### src/rtl/ahb_pkg.sv
// Shared AHB-Lite encodings, register map and field positions for the DMA FIFO responder.
// Pure constants/types; no logic.
package ahb_pkg;
  localparam logic [1:0] HTRANS_IDLE   = 2'b00;
  localparam logic [1:0] HTRANS_BUSY   = 2'b01;
  localparam logic [1:0] HTRANS_NONSEQ = 2'b10;
  localparam logic [1:0] HTRANS_SEQ    = 2'b11;

  localparam logic HRESP_OKAY  = 1'b0;
  localparam logic HRESP_ERROR = 1'b1;

  localparam logic [2:0] HSIZE_WORD = 3'b010;

  localparam logic [1:0] REG_DATA   = 2'd0;
  localparam logic [1:0] REG_STATUS = 2'd1;
  localparam logic [1:0] REG_CTRL   = 2'd2;
  localparam logic [1:0] REG_CLR    = 2'd3;

  localparam int ST_EMPTY    = 16;
  localparam int ST_FULL     = 17;
  localparam int ST_OVF      = 18;
  localparam int ST_REQ      = 19;
  localparam int CTRL_EN     = 0;
  localparam int CTRL_TH_LSB = 4;
  localparam int CLR_OVF     = 0;
  localparam int CLR_FLUSH   = 1;

  typedef enum logic [1:0] {RSP_IDLE, RSP_ERR1, RSP_ERR2} rsp_state_t;
  typedef enum logic {REQ_IDLE, REQ_ACTIVE} req_state_t;
endpackage

### src/rtl/fifo_sync.sv
// Synchronous FIFO with flush; flush beats push/pop, push into full and pop from empty are ignored.
// Read data is the combinational head word; level/full/empty update on the clock edge.
module fifo_sync #(
  parameter int DEPTH = 16,
  parameter int DW    = 32
) (
  input  logic                   hclk,
  input  logic                   hreset_n,
  input  logic                   push,
  input  logic                   pop,
  input  logic                   flush,
  input  logic [DW-1:0]          wdata,
  output logic [DW-1:0]          rdata,
  output logic [$clog2(DEPTH):0] level,
  output logic                   full,
  output logic                   empty
);
  localparam int PW = $clog2(DEPTH);
  localparam logic [PW-1:0] PTR_ONE = PW'(1);
  localparam logic [PW:0]   LVL_ONE = (PW+1)'(1);
  localparam logic [PW:0]   LVL_MAX = (PW+1)'(DEPTH);

  logic [DW-1:0] mem [DEPTH];
  logic [PW-1:0] wptr;
  logic [PW-1:0] rptr;
  logic          do_push;
  logic          do_pop;

  assign do_push = push & ~full;
  assign do_pop  = pop & ~empty;
  assign full    = (level == LVL_MAX);
  assign empty   = (level == '0);
  assign rdata   = mem[rptr];

  always_ff @(posedge hclk or negedge hreset_n) begin
    if (!hreset_n) begin
      wptr  <= '0;
      rptr  <= '0;
      level <= '0;
    end else if (flush) begin
      wptr  <= '0;
      rptr  <= '0;
      level <= '0;
    end else begin
      if (do_push) wptr <= wptr + PTR_ONE;
      if (do_pop)  rptr <= rptr + PTR_ONE;
      case ({do_push, do_pop})
        2'b10:   level <= level + LVL_ONE;
        2'b01:   level <= level - LVL_ONE;
        default: level <= level;
      endcase
    end
  end

  // Storage needs no reset: pointers define which entries are live.
  always_ff @(posedge hclk) begin
    if (do_push && !flush) mem[wptr] <= wdata;
  end
endmodule

### src/rtl/ahb_dma_fifo_slv.sv
// AHB-Lite responder draining a peripheral-fed FIFO for a DMA master; zero-wait OKAY, two-cycle ERROR.
// Peripheral is backpressured by periph_ready (EN & ~full); dma_req is raised at the programmed level.
module ahb_dma_fifo_slv
  import ahb_pkg::*;
#(
  parameter int DEPTH = 16,
  parameter int DW    = 32,
  parameter int AW    = 8
) (
  input  logic          hclk,
  input  logic          hreset_n,
  input  logic          hsel,
  input  logic [AW-1:0] haddr,
  input  logic [1:0]    htrans,
  input  logic [2:0]    hsize,
  input  logic          hwrite,
  input  logic [DW-1:0] hwdata,
  input  logic          hreadyin,
  output logic          hreadyout,
  output logic          hresp,
  output logic [DW-1:0] hrdata,
  input  logic          periph_valid,
  input  logic [DW-1:0] periph_data,
  output logic          periph_ready,
  output logic          dma_req,
  input  logic          dma_ack,
  output logic          irq_ovf
);
  localparam int LW = $clog2(DEPTH) + 1;
  localparam logic [8:0] DEPTH9 = 9'(DEPTH);

  logic          en;
  logic [7:0]    thresh;
  logic          ovf;
  logic          wr_pend;
  logic [1:0]    wr_off;
  rsp_state_t    rsp_st;
  req_state_t    req_st;

  logic [DW-1:0] fifo_rdata;
  logic [LW-1:0] fifo_level;
  logic          fifo_full;
  logic          fifo_empty;

  logic [1:0]    off;
  logic          acc, bad, rd_ok, wr_ok, err_go;
  logic          pop, push, flush, ovf_set, ovf_clr, ctrl_wr, clr_wr;
  logic [8:0]    level9, th_eff;
  logic [DW-1:0] status, ctrl_rd, rd_val;
  logic          unused;

  assign off    = haddr[3:2];
  // The ERR1 guard keeps a stray hreadyin=1 from overlapping a transfer with our stall cycle.
  assign acc    = hsel & hreadyin & htrans[1] & (rsp_st != RSP_ERR1);
  assign bad    = (hsize != HSIZE_WORD) | ((off == REG_DATA) & (hwrite | fifo_empty));
  assign rd_ok  = acc & ~hwrite & ~bad;
  assign wr_ok  = acc & hwrite & ~bad;
  assign err_go = acc & bad;
  assign pop    = rd_ok & (off == REG_DATA);

  assign ctrl_wr = wr_pend & (wr_off == REG_CTRL);
  assign clr_wr  = wr_pend & (wr_off == REG_CLR);
  assign flush   = clr_wr & hwdata[CLR_FLUSH];
  assign ovf_clr = clr_wr & hwdata[CLR_OVF];

  assign periph_ready = en & ~fifo_full;
  assign push         = periph_valid & periph_ready;
  assign ovf_set      = periph_valid & en & fifo_full;
  assign irq_ovf      = ovf;
  assign level9       = 9'(fifo_level);
  assign unused       = ^{haddr, htrans[0], hwdata};

  fifo_sync #(.DEPTH(DEPTH), .DW(DW)) u_fifo (
    .hclk     (hclk),
    .hreset_n (hreset_n),
    .push     (push),
    .pop      (pop),
    .flush    (flush),
    .wdata    (periph_data),
    .rdata    (fifo_rdata),
    .level    (fifo_level),
    .full     (fifo_full),
    .empty    (fifo_empty)
  );

  always_comb begin
    status           = '0;
    status[8:0]      = level9;
    status[ST_EMPTY] = fifo_empty;
    status[ST_FULL]  = fifo_full;
    status[ST_OVF]   = ovf;
    status[ST_REQ]   = dma_req;
    ctrl_rd                     = '0;
    ctrl_rd[CTRL_EN]            = en;
    ctrl_rd[CTRL_TH_LSB +: 8]   = thresh;
    case (off)
      REG_DATA:   rd_val = fifo_rdata;
      REG_STATUS: rd_val = status;
      REG_CTRL:   rd_val = ctrl_rd;
      default:    rd_val = '0;
    endcase
  end

  // A zero threshold behaves as 1; anything beyond the FIFO saturates at DEPTH.
  always_comb begin
    if (thresh == 8'd0)              th_eff = 9'd1;
    else if ({1'b0, thresh} > DEPTH9) th_eff = DEPTH9;
    else                              th_eff = {1'b0, thresh};
  end

  always_ff @(posedge hclk or negedge hreset_n) begin
    if (!hreset_n) begin
      en      <= 1'b0;
      thresh  <= '0;
      ovf     <= 1'b0;
      wr_pend <= 1'b0;
      wr_off  <= REG_DATA;
      hrdata  <= '0;
    end else begin
      wr_pend <= wr_ok;
      wr_off  <= off;
      if (ctrl_wr) begin
        en     <= hwdata[CTRL_EN];
        thresh <= hwdata[CTRL_TH_LSB +: 8];
      end
      if (ovf_set)      ovf <= 1'b1;
      else if (ovf_clr) ovf <= 1'b0;
      hrdata <= rd_ok ? rd_val : '0;
    end
  end

  always_ff @(posedge hclk or negedge hreset_n) begin
    if (!hreset_n) begin
      rsp_st    <= RSP_IDLE;
      hreadyout <= 1'b1;
      hresp     <= HRESP_OKAY;
    end else if (rsp_st == RSP_ERR1) begin
      rsp_st    <= RSP_ERR2;
      hreadyout <= 1'b1;
      hresp     <= HRESP_ERROR;
    end else if (err_go) begin
      rsp_st    <= RSP_ERR1;
      hreadyout <= 1'b0;
      hresp     <= HRESP_ERROR;
    end else begin
      rsp_st    <= RSP_IDLE;
      hreadyout <= 1'b1;
      hresp     <= HRESP_OKAY;
    end
  end

  // Leaving REQ costs one cycle in IDLE, so an ack always yields a one-cycle gap before re-request.
  always_ff @(posedge hclk or negedge hreset_n) begin
    if (!hreset_n) begin
      req_st  <= REQ_IDLE;
      dma_req <= 1'b0;
    end else if (req_st == REQ_ACTIVE) begin
      if (dma_ack || flush || !en) begin
        req_st  <= REQ_IDLE;
        dma_req <= 1'b0;
      end
    end else if (en && (level9 >= th_eff) && !flush) begin
      req_st  <= REQ_ACTIVE;
      dma_req <= 1'b1;
    end
  end
endmodule

### config.mk
export PLATFORM = sky130hd
export DESIGN_NAME = ahb_dma_fifo_slv
export DESIGN_NICKNAME = d
export VERILOG_FILES = /design/src/rtl/ahb_pkg.sv /design/src/rtl/fifo_sync.sv /design/src/rtl/ahb_dma_fifo_slv.sv
export SDC_FILE = /design/constraint.sdc
export NUM_CORES = 1
export LEC_CHECK = 0
export CAP_MARGIN = 10
export CORE_MARGIN = 3
export CORE_UTILIZATION = 35
export CTS_CLUSTER_SIZE = 16
export DETAILED_ROUTE_END_ITERATION = 8
export PLACE_DENSITY = 0.59
export SLEW_MARGIN = 5
export SYNTH_ARGS = -nofsm -noshare
export SYNTH_HDL_FRONTEND = slang
export SYNTH_SLANG_ARGS = --single-unit
### constraint.sdc
create_clock -name hclk -period 4 [get_ports hclk]
set_input_delay 1 -clock hclk [delete_from_list [all_inputs] [get_ports hclk]]
set_output_delay 1 -clock hclk [all_outputs]
set_load 0.1 [all_outputs]
* Word-level counts from Yosys, hierarchy flattened *
Memory sizes are Yosys's and may differ from the RTL's.
Cells that the tools add are included.

word-level totals
  bits in registers = 64
  bits in writable memories = 512
  input bits = 84
  output and inout port bits = 37
  logic and storage cells = 100
  memories kept = 1

memories
  name        words  width  read ports  clocked after memory_dff  wr ports  RTL line         text
  u_fifo.mem  16     32     1           0                         1         fifo_sync.sv:23  logic [DW-1:0] mem [DEPTH];

cells by class
  add/sub/neg operators = 4
  $lt $le $gt $ge = 2
  eq/ne operators = 11
  muxes and demuxes = 26
  bitwise gates (word level) = 26
  reductions and logical operators = 16

operator list
  operator               number
  $pmux W32 S3           1
  $mux W32               1
  $and A1 B1 Y1          20
  $mux W4                4
  $mux W8                2
  $mux W1                15
  $pmux W5 S2            1
  $ge A5 B9 Y1           1
  $add A4 B1 Y4 const B  2
  $eq A2 B2 Y1 const B   4
  $gt A8 B5 Y1 const B   1
  $logic_not A8 Y1       1
  $reduce_bool A2 Y1     4
  $eq A2 B1 Y1 const B   3
  $add A5 B1 Y5 const B  1
  $eq A5 B5 Y1 const B   1
  $logic_not A5 Y1       1
  $mux W5                1
  $sub A5 B1 Y5 const B  1
  $ne A2 B1 Y1 const B   2
  $not A1 Y1             4
  $logic_and A1 B1 Y1    3
  $ne A3 B2 Y1 const B   1
  $reduce_bool A3 Y1     1
  other kinds (6)        9

* Longest topological paths before layout *
  depth in word-level cells = 11
  depth in mapped cells = 10
  mapped depth without buffers = 9

* Hierarchy *
From an unflattened synthesis, not the netlist that was laid out.

unflattened totals
  cell total of the unflattened synthesis = 997
  area total of the unflattened synthesis = 22326.4 µm²

by module, submodules not included
  module            instances  cells each  area an instance (µm²)  sequential area each (µm²)
  fifo_sync         1          829         20204.4                 15700.1
  ahb_dma_fifo_slv  1          168         2122.0                  1277.5

* Worst setup path before layout *
OpenSTA, ideal clock, no wires.

  kind = input -> register
  from = in periph_valid
  to = mem u_fifo.mem[0][0] (enable)
  library setup time = 0.461 ns
  arrival = 4.170 ns
  data required time = 3.539 ns
  slack = -0.631 ns
  cell stages on the path = 5
  buffers on the path = 1
  cells stage by stage = nand2_1 a21oi_1 clkbuf_1 nand3_1 nor3_1

between the ends
  longest elaborated chain between the ends = 5

RTL lines
  what                           RTL line                text
  start: declaration             ahb_dma_fifo_slv.sv:22  input logic periph_valid,
  $and A1 B1 Y1                  ahb_dma_fifo_slv.sv:67  assign push = periph_valid & periph_ready;
  $and A1 B1 Y1                  fifo_sync.sv:29         assign do_push = push & ~full;
  $logic_and A1 B1 Y1            fifo_sync.sv:57         if (do_push && !flush) mem[wptr] <= wdata;
  $mux W1                        fifo_sync.sv:57
  $mux W1 (not written as such)  fifo_sync.sv:57
  end: declaration               fifo_sync.sv:23

Every way passes these cells.

* Worst setup path in the final report *
  from = in hsize[1]
  to = reg u_fifo.level[4]

between the ends
  longest elaborated chain between the ends = 9
  elaborated cells on any way between the ends = 11
  those cells by class = eq/ne (3); mux (2); bitwise (5); reduce/logical (1)

RTL lines
  what                                                 RTL line                text
  start: declaration                                   ahb_dma_fifo_slv.sv:15  input logic [2:0] hsize,
  $ne A3 B2 Y1 *                                       ahb_dma_fifo_slv.sv:55  assign bad = (hsize != HSIZE_WORD) | ((off == REG_DATA) & (hwrite | fifo_empty));
  $or A1 B1 Y1 *                                       ahb_dma_fifo_slv.sv:55
  $not A1 Y1 *                                         ahb_dma_fifo_slv.sv:56  assign rd_ok = acc & ~hwrite & ~bad;
  $and A1 B1 Y1 *                                      ahb_dma_fifo_slv.sv:56
  $and A1 B1 Y1 *                                      ahb_dma_fifo_slv.sv:59  assign pop = rd_ok & (off == REG_DATA);
  $and A1 B1 Y1 *                                      fifo_sync.sv:30         assign do_pop = pop & ~empty;
  $eq A2 B1 Y1 / $eq A2 B2 Y1 (equally long branches)  fifo_sync.sv:47         case ({do_push, do_pop})
  $pmux W5 S2                                          fifo_sync.sv:47
  $mux W5                                              fifo_sync.sv:40         end else if (flush) begin
  end signal: assignment                               fifo_sync.sv:48         2'b10: level <= level + LVL_ONE;
  end signal: assignment                               fifo_sync.sv:49         2'b01: level <= level - LVL_ONE;
  end signal: assignment                               fifo_sync.sv:50         default: level <= level;
  end: declaration                                     fifo_sync.sv:14         output logic [$clog2(DEPTH):0] level,

Every way passes the cells marked *; elsewhere a longest branch is shown, timed or not.
A chain may end at the register's enable or synchronous reset.

==> impl_metrics.csv <==
group,metric,value,unit
final_layout,nets,1337,
drt,remaining_drc_errors,0,
global_route,grt_max_degree,65,
placed_design,io_buffers,91,
sta,tightest_slew,1.03,ns
drt,routedWlPerCell,23.7,um
sta,timing.slew.headroom,0.314,
synth,avgSynthCellArea,20.3,sq um
cts,cts.repair.resized,0,
synth,synth-simple-area-share,0.0368,
drt,highest-signal-layer,"met5",
drt,ant_nets,0,
final_layout,multi_input_area,5170,sq um
sta,fin_ws,0.722,ns
floorplan,placementRows,91,
sta,finalCriticalPeriod,3.28,ns
final_layout,final_area,26500,sq um
synth,netlist_instances,1100,
final_layout,fillCellCount,5478,
synth,synth_top_cell_by_area,"edfxtp_1",
floorplan,die_w,259,um
setup_path,required,4.48,ns
sta,hold_slack,0.490,ns
sta,skew,0.0244,ns
placed_design,dpl.hpwl,28.9,mm
power,power_density,518,nW/um^2
floorplan,dieArea,66900,sq um
synth,synth_xor_area_frac,0.00235,
setup_path,end_kind,"register",
synth,synth_edf_count,512,
flow_run,maxCapViolCount,0,
final_layout,regArea,17000,sq um
floorplan,ios,121,
drt,wl,50.4,mm
placed_design,dp.cells,2020,
power,ir_worst_vdd,0.000349,V
drt,vias,10755,
drt,first_pass_iters,5,
synth,ys_ff_latch,576,
placed_design,placed_area,24600,sq um
global_route,grt_pass1_vias,11369,
cts,htree_levels,2,
drt,met1_length,22.4,mm
drt,met3_length,2.85,mm
synth,netlist.area_leader.share,0.688,
synth,yosysMostFrequentCell,"edfxtp_1",
synth,yosys-top-cells-area,"edfxtp_1 69%, mux4_2 12%, dfrtp_1 7.1%",
drt,routed_via_density,5.05,
setup_path,path_max_fanout,3,
synth,synth_compound_area_frac,0.0228,
synth,ys_warn_count,0,
synth,synth_top_family_by_area,"multiplexers",
final_layout,num_antenna_cells,0,
cts,cts-buffers-inserted,57,
power,leakage,8.48,nW
setup_path,criticalPathCategory,"in2reg",
setup_path,setup.worst_path.start_class,"primary input",
synth,synth_fa_ha_area_frac,0.00616,
global_route,grtUsageTotal,0.152,
synth,synth.mux.area_fraction,0.157,
placed_design,gp_congestion,0.761,
hold_path,hp-class,"reg2reg",
cts,cts.clk_slew.worst_paths,0.06,ns
sta,finalCritPeriodShare,0.819,
final_layout,final_cells,2128,
synth,synth_cell_types,49,
run_status,status,"finished, final reports clean",
floorplan,fp.dieH,259,um
global_route,grt_pass1_wl,75.4,mm
cts,insertion_delay,0.61,ns
placed_design,pre_cts_ws,0.124,ns
final_layout,area_delta_synth_final,18.7,%
sta,drv_slew,0,
synth,ys_seq_area_frac,0.760,
synth,synth_nets,1195,
sta,hold_violations,0,
cts,root_buffer,"clkbuf_16",
cts,clock_sinks,576,
floorplan,coreArea,62400,sq um
setup_path,crit_arrival,3.76,ns
global_route,antenna_found_initial,2,
sta,setup_tns,0,ns
floorplan,initial_core_util,0.358,
cts,cts_tree,"yes",
sta,max_clock_freq,305,MHz
synth,synthTopCellsByCount,"512 x edfxtp_1, 116 x mux4_2, 70 x mux2i_1",
final_layout,layout-drive-gt1-share,0.233,
cts,post_cts_buffers,0,
synth,synth-main-ff-cell,"edfxtp_1",
drt,wl_met2,24.2,mm
sta,setup_viol,0,
synth,async_reset_ff_frac,0.111,
global_route,gr-total-overflow,0,
sta,rsz0062_at_grt,"false",
cts,hold_buffers,0,
drt,dr.first_iter.drc_count,967,
cts,clock_path_buffers,3,
synth,synth_area,22300,sq um
-- sequential cells by signal, summed over array words and instances, names as in the netlist --
register / count
wr_pend: 1
hresp: 1
hrdata: 32
hreadyout: 1
u_fifo.rptr: 4
u_fifo.wptr: 4
irq_ovf: 1
thresh: 8
dma_req: 1
req_st: 1
u_fifo.level: 5
u_fifo.mem: 512
rsp_st: 2
wr_off: 2
en: 1
-- cell usage in the layout (no fill, tap or decap), drive strengths merged, types with 6 or more instances in the layout --
cell	instances
edfxtp	512
mux4	116
clkdlybuf4s50	89
clkbuf	88
mux2i	70
dfrtp	63
buf	50
nand2	40
a21oi	39
nor2	34
nand3	20
mux2	18
and3	17
a22oi	17
o21ai	14
clkinv	13
ha	11
nor3	8
nor2b	6
nand2b	6
bufinv	6
inv	6
nor4	6
-- where the power goes --
group	internal [mW]	switching (mW)	total [mW]
clock	3.25	2.21	5.45
combinational	0.478	0.735	1.21
sequential	6.88	0.194	7.07
total	10.6	3.14	13.7
-- cell families after synthesis --
kind of cell | count (synthesis)
adders and majority gates | 11
muxes | 204
DFF | 576
xor gates and xnor gates | 6
AOI/OAI and AO/OA | 85
and+or+nand+nor | 157
buffers and inverters | 61
-- layout make-up --
| type | instances | share of cell area |
|---|---|---|
| inverter | 5 | 0.000708 |
| tap | 837 | 0.0395 |
| clock buffer | 88 | 0.0627 |
| timing repair buffer | 139 | 0.0511 |
| sequential | 576 | 0.641 |
| multi-input combinational | 463 | 0.195 |
| clock inverter | 20 | 0.0103 |
-- stage by stage --
stage	power, mW	util
after global placement	8.40	0.394
after detailed placement	8.43	0.394
after floorplan	7.91	-
final	13.7	0.425
after global routing	14.3	0.425
after CTS	13.9	0.425
-- final timing paths --
kind                                        startpoint  slack, ns                           to  cells past startpoint
min in group asynchronous                     hreset_n       0.55         hrdata[12]$_DFF_PN0_                      1
min                                rsp_st[1]$_DFF_PN0_       0.49          rsp_st[1]$_DFF_PN0_                      1
max in group asynchronous                     hreset_n       2.71   u_fifo.rptr[0]$_DFFE_PN0P_                      1
max reg2reg                u_fifo.level[1]$_DFFE_PN0P_       0.89  u_fifo.level[4]$_DFFE_PN0P_                     11
max                                           hsize[1]       0.72  u_fifo.level[4]$_DFFE_PN0P_                     10
min reg2reg                        rsp_st[1]$_DFF_PN0_       0.49          rsp_st[1]$_DFF_PN0_                      1
-- critical path, cell delays in order --
cell	delay (ns)
clkdlybuf4s50_1	0.44
or3b_4	0.37
or4_4	0.53
or3_4	0.40
xnor2_1	0.14
ha_1	0.21
nor4_1	0.15
nor4b_1	0.27
a21oi_1	0.09
mux2i_1	0.15
-- metal layers --
metal,track usage,vias up
li1,-,4758
met1,0.212,5648
met2,0.244,277
met3,0.0341,70
met4,0.0343,2
met5,0,-
Power figures use the tool's default switching activity.
